$ cat config.mk
export PLATFORM = sky130hd
export DESIGN_NAME = ft_nmr_module
export DESIGN_NICKNAME = d
export VERILOG_FILES = /design/src/rtl/ft_nmr_module.sv
export SDC_FILE = /design/constraint.sdc
export NUM_CORES = 2
export LEC_CHECK = 0
export ABC_AREA = 1
export CAP_MARGIN = 20
export CORE_ASPECT_RATIO = 0.75
export CORE_UTILIZATION = 30
export DETAILED_ROUTE_END_ITERATION = 8
export GPL_ROUTABILITY_DRIVEN = 0
export MAX_ROUTING_LAYER = met4
export PLACE_DENSITY = 0.49
export SKIP_LAST_GASP = 1
export SYNTH_ARGS = -nofsm -noshare
export SYNTH_HDL_FRONTEND = slang
export SYNTH_SLANG_ARGS = --single-unit
$ cat constraint.sdc
create_clock -name clk_i -period 4.7 [get_ports clk_i]
set_clock_uncertainty 0.2 [all_clocks]
set_input_delay 0.94 -clock clk_i [delete_from_list [all_inputs] [get_ports clk_i]]
set_output_delay 0.94 -clock clk_i [all_outputs]
set_load 0.005 [all_outputs]
$ cat src/rtl/ft_nmr_module.sv
// ft_nmr_module: N-modular lockstep write comparator with shadow register file and rollback recovery
module ft_nmr_module #(
    parameter int NUM_CORES  = 3,
    parameter int ADDR_WIDTH = 5,
    parameter int DATA_WIDTH = 32,
    parameter int MAX_RETRY  = 3,
    parameter int CNT_WIDTH  = 8
) (
    input  logic                             clk_i,
    input  logic                             rst_i,
    input  logic                             enable_i,
    input  logic [NUM_CORES-1:0]             we_i,
    input  logic [NUM_CORES*ADDR_WIDTH-1:0]  addr_i,
    input  logic [NUM_CORES*DATA_WIDTH-1:0]  data_i,
    input  logic [DATA_WIDTH-1:0]            spc_i,
    input  logic                             halted_i,
    output logic [DATA_WIDTH-1:0]            spc_o,
    output logic                             halt_o,
    output logic                             reset_o,
    output logic                             resume_o,
    output logic                             replay_we_o,
    output logic [ADDR_WIDTH-1:0]            replay_addr_o,
    output logic [DATA_WIDTH-1:0]            replay_data_o,
    output logic [NUM_CORES-1:0]             fault_o,
    output logic [CNT_WIDTH-1:0]             err_cnt_o,
    output logic                             fatal_o
);
    localparam int NUM_REGS = 2**ADDR_WIDTH;
    localparam int RW = $clog2(MAX_RETRY + 1);
    localparam logic TMR = (NUM_CORES == 3);

    typedef enum logic [2:0] {IDLE, HALT, RESET, REPLAY, RESUME, FATAL} state_t;

    state_t                  state;
    logic [RW-1:0]           retry;
    logic [DATA_WIDTH-1:0]   shadow [NUM_REGS];
    logic                    we_a   [3];
    logic [ADDR_WIDTH-1:0]   addr_a [3];
    logic [DATA_WIDTH-1:0]   data_a [3];
    logic                    m01, m02, m12, all_eq, corr, uncorr, active, commit, sel, c_we;
    logic [2:0]              odd;
    logic [ADDR_WIDTH-1:0]   c_addr;
    logic [DATA_WIDTH-1:0]   c_data;

    genvar k;
    generate
        for (k = 0; k < 3; k++) begin : g_core
            if (k < NUM_CORES) begin : g_in
                assign we_a[k]   = we_i[k];
                assign addr_a[k] = addr_i[k*ADDR_WIDTH +: ADDR_WIDTH];
                assign data_a[k] = data_i[k*DATA_WIDTH +: DATA_WIDTH];
            end else begin : g_pad
                assign we_a[k]   = we_i[0];
                assign addr_a[k] = addr_i[0 +: ADDR_WIDTH];
                assign data_a[k] = data_i[0 +: DATA_WIDTH];
            end
        end
    endgenerate

    function automatic logic same(input logic wa, input logic wb,
                                  input logic [ADDR_WIDTH-1:0] aa, input logic [ADDR_WIDTH-1:0] ab,
                                  input logic [DATA_WIDTH-1:0] da, input logic [DATA_WIDTH-1:0] db);
        return (!wa && !wb) || (wa && wb && aa == ab && da == db);
    endfunction

    always_comb begin
        m01     = same(we_a[0], we_a[1], addr_a[0], addr_a[1], data_a[0], data_a[1]);
        m02     = same(we_a[0], we_a[2], addr_a[0], addr_a[2], data_a[0], data_a[2]);
        m12     = same(we_a[1], we_a[2], addr_a[1], addr_a[2], data_a[1], data_a[2]);
        all_eq  = TMR ? (m01 && m12) : m01;
        odd     = TMR ? {m01 && !m12, m02 && !m01, m12 && !m01} : 3'b000;
        corr    = |odd;
        uncorr  = !all_eq && !corr;
        sel     = odd[0];
        c_we    = sel ? we_a[1] : we_a[0];
        c_addr  = sel ? addr_a[1] : addr_a[0];
        c_data  = sel ? data_a[1] : data_a[0];
        active  = (state == IDLE) && enable_i;
        commit  = active && !uncorr && c_we;
    end

    assign replay_data_o = shadow[replay_addr_o];

    always_ff @(posedge clk_i) begin
        if (rst_i) begin
            state         <= IDLE;
            retry         <= '0;
            spc_o         <= '0;
            halt_o        <= 1'b0;
            reset_o       <= 1'b0;
            resume_o      <= 1'b0;
            replay_we_o   <= 1'b0;
            replay_addr_o <= '0;
            fault_o       <= '0;
            err_cnt_o     <= '0;
            fatal_o       <= 1'b0;
            for (int i = 0; i < NUM_REGS; i++) shadow[i] <= '0;
        end else begin
            if (commit) shadow[c_addr] <= c_data;
            case (state)
                IDLE: if (active) begin
                    if (!all_eq && err_cnt_o != '1) err_cnt_o <= err_cnt_o + 1'b1;
                    fault_o <= fault_o | odd[NUM_CORES-1:0];
                    if (commit) retry <= '0;
                    if (uncorr && retry == RW'(MAX_RETRY)) begin
                        state   <= FATAL;
                        fatal_o <= 1'b1;
                        halt_o  <= 1'b1;
                    end else if (uncorr) begin
                        state  <= HALT;
                        halt_o <= 1'b1;
                        retry  <= retry + 1'b1;
                    end else begin
                        spc_o <= spc_i;
                    end
                end
                HALT: if (halted_i) begin
                    state   <= RESET;
                    halt_o  <= 1'b0;
                    reset_o <= 1'b1;
                end
                RESET: begin
                    state         <= REPLAY;
                    reset_o       <= 1'b0;
                    replay_we_o   <= 1'b1;
                    replay_addr_o <= '0;
                end
                REPLAY: begin
                    replay_addr_o <= replay_addr_o + 1'b1;
                    if (replay_addr_o == ADDR_WIDTH'(NUM_REGS - 1)) begin
                        state       <= RESUME;
                        replay_we_o <= 1'b0;
                        resume_o    <= 1'b1;
                    end
                end
                RESUME: begin
                    state    <= IDLE;
                    resume_o <= 1'b0;
                end
                default: ;
            endcase
        end
    end
endmodule
==> metrics.csv <==
stage;metric;value;unit
outcome;status;completed;
yosys;number of synthesized register bits;1087;
setup_path;worst r2r src;state[2]$_SDFFE_PP0P_;
worst_hold_path;Hold Crit Start;fatal_o$_SDFFE_PP0P_;
drt;DR WL/cell;25.2;µm
grt;antenna violations before repair;3;
timing;RSZ-0062 raised after global routing;yes;
layout;most common cell after layout, fill and taps aside;nor2_1;
grt;GRT Residual Overflow;0;
timing;final worst setup slack;0.0357;ns
power;power density cells;384;nW/µm²
setup_path;crit path DAT;3.52;ns
yosys;Seq/Total Area, Yosys;0.649;
layout;most frequent cells in the layout;nor2_1 (1763), edfxtp_1 (1024), o21ai_0 (607);
setup_path;register-to-register setup slack;2.01;ns
setup_path;Critical Path Start Type;flop;
setup_path;CP Capture Type;primary output;
placement;Post-DP Area;57000;µm²
timing;setup violators final;0;
placement;Setup WS pre-CTS;-0.205;ns
floorplan;initial core utilization;0.303;
clocking;CTS sink cnt;1087;
clocking;clock slew at reported path FFs;0.06;ns
timing;Final Max Slew Viols;0;
flow_run;number of max-cap violations;0;
yosys;cell accounting for the most synthesized area;edfxtp_1;
grt;first-pass GRT wire length;267;mm
layout;P&R area growth vs syn;25.6;%
setup_path;worst reg2reg endpoint;shadow[18][16]$_SDFFCE_PN0P_;
layout;share of post-route cells with drive strength above 1;0.137;
clocking;H-tree Lvls;3;
yosys;Post-Synthesis Cells;4919;
timing;Worst slew margin;0.275;
clocking;Skew-Pair Late Insertion Delay;0.73;ns
yosys;Synth Area per Inst;10.0;µm²
yosys;Cell Area, Synth;49300;µm²
floorplan;Core Rows;128;
clocking;Root Buffer;clkbuf_16;
worst_hold_path;Hold Path End;fatal_o$_SDFFE_PP0P_;
setup_path;CP max-delay cell;clkdlybuf4s50_1;
grt;GRT Overall Usage;0.225;
placement;port bufs;234;
drt;WL met3;18.7;mm
setup_path;worst-path cell chain;buf_12 > buf_16 > o21ai_0 > o22ai_1 > nor2_1 > nor2_1 > o21ai_0 > buf_4 > a32oi_4 > clkdlybuf4s50_1;
power;Lkg Pwr;23.5;nW
setup_path;kind of critical path;flop to primary output;
clocking;CTS tree;done;
placement;HPWL Detailed;116;mm
floorplan;die width;470;µm
yosys;synth unique cells;39;
timing;fmax;214;MHz
drt;Detail Route Antenna Nets;0;
drt;met2 WL post-DR;80.3;mm
layout;nets@finish;5338;
drt;vias per inst;5.32;
layout;Post-Layout Inst Area;61900;µm²
setup_path;CP Max Fanout;38;
power;Peak VDD IR;302;µV
timing;worst-margin pin slew;1.08;ns
drt;WL final;187;mm
layout;post-layout util;0.380;
timing;final hold vios;0;
yosys;Synth async-reset ratio;0;
timing;final worst path period share;0.992;
drt;M1 WL;83.2;mm
floorplan;total die area;166000;µm²
clocking;CTS Buf Count;111;
timing;Tmin final;4.66;ns
yosys;Post-synth EDFFs;1024;
floorplan;die height;353;µm
floorplan;Core Region;163000;µm²
worst_hold_path;HP Class;flop to flop;
drt;top layer in use;met4;
drt;drt first pass iters;6;
timing;final setup TNS;0;ns
grt;vias in the first global route;37900;
yosys;Syn Nets;5073;
setup_path;crit-path max cell delay;0.58;ns
setup_path;Worst Path Required;3.56;ns
floorplan;num ports;235;
grt;pin count of the biggest net entering global routing;94;
drt;Post-route DRC;0;
worst_hold_path;Hold Crit Depth;1;
drt;total via count in the routed design;39500;
clocking;CTS max path bufs;3;
yosys;top post-synthesis cells by area;edfxtp_1 (62%), nor2_1 (13%), o21ai_0 (6.3%);
drt;drt initial violations;4721;
yosys;yosys warns;0;
yosys;main flop type after synthesis;edfxtp_1;
clocking;hold_buf cts;0;
yosys;Synth top area share;0.624;
setup_path;r2r worst-path depth;11;
## cell type report
| cell class | instances | area, µm² |
|---|---|---|
| multi-input cells | 3271 | 15900 |
| well taps | 2145 | 2680 |
| clock buffers | 128 | 2910 |
| inverters | 124 | 520 |
| fillers | 16000 | 101000 |
| diodes | 3 | 7.51 |
| flip-flops and latches | 1087 | 32000 |
| repair inverters | 3 | 26.3 |
| clock inverters | 77 | 815 |
| repair buffers | 586 | 7070 |
## registers in the layout (all words and copies together), names as in the netlist, named ones only
register / cells
err_cnt_o: 8
state: 3
shadow: 1024
fault_o: 3
reset_o: 1
replay_we_o: 1
fatal_o: 1
resume_o: 1
replay_addr_o: 5
halt_o: 1
spc_o: 32
retry: 2
## report_power, final
part           internal (mW)  switching (mW)  leakage [nW]
logic                   1.21            2.17          10.6
registers               11.0           0.150          11.1
clock network           5.30            3.98          1.84
## critical path, delay by kind of cell (launching register included)
kind	cells	cell delay, ns
AO/OA/AOI/OAI	4	0.91
buffers and inverters	4	1.12
flip-flops	1	0.41
AND/OR/NAND/NOR	2	0.30
## how the worst max path moves through the flow
stage                    start                            to  slack, ns  depth (start not counted)
finish                    flop             replay_data_o[15]       0.04                         10
global route              flop              replay_data_o[5]      -0.08                         11
global placement    data_i[60]  shadow[18][24]$_SDFFCE_PN0P_      -0.24                         17
CTS                       flop             replay_data_o[12]     -0.005                         11
detailed placement  data_i[60]   shadow[18][8]$_SDFFCE_PN0P_      -0.21                         17
floorplan           data_i[29]   shadow[30][0]$_SDFFCE_PN0P_       0.64                         18
## what timing repair did
action	4_1_cts	5_1_grt
pin swaps	5	8
endpoints found under the setup margin	32	31
setup buffers	12	3
resized for setup	65	47
gates cloned	9	6
## cells in the mapped netlist, drive strengths merged, types with 3 or more instances
master     n
a21oi     20
a31oi     33
a32oi     27
buf      107
clkbuf   330
dfxtp     63
edfxtp  1024
ha         4
inv      123
nand2    333
nand3    116
nand4      4
nor2    1774
nor3       5
o21a       3
o21ai    668
o221ai   188
o22ai     71
xnor2      5
xor2      14
## cell families after synthesis
group                      synth area share
adders and majority gates           0.00102
buffers and inverters                0.0458
and+or+nand+nor                       0.177
AOI/OAI and AO/OA                     0.123
muxes                              0.000203
DFF                                   0.649
xor gates and xnor gates            0.00338
## through the flow
| stage | total power [mW] | hold slack, ns | std cells |
|---|---|---|---|
| detailed placement | 14.4 | 0.257 | 7185 |
| global placement | 14.4 | 0.244 | 7185 |
| finish | 23.8 | 0.270 | 7424 |
| CTS | 23.8 | 0.271 | 7411 |
| global route | 24.5 | 0.291 | 7422 |
| floorplan | 12.8 | 0.229 | 4919 |
## layer usage
layer,vias to the layer above,track usage
met5,-,-
met4,0,0.0624
met3,247,0.0518
met2,1911,0.321
met1,19700,0.317
li1,17600,-
Note: power is estimated with default switching activity, not from simulation.
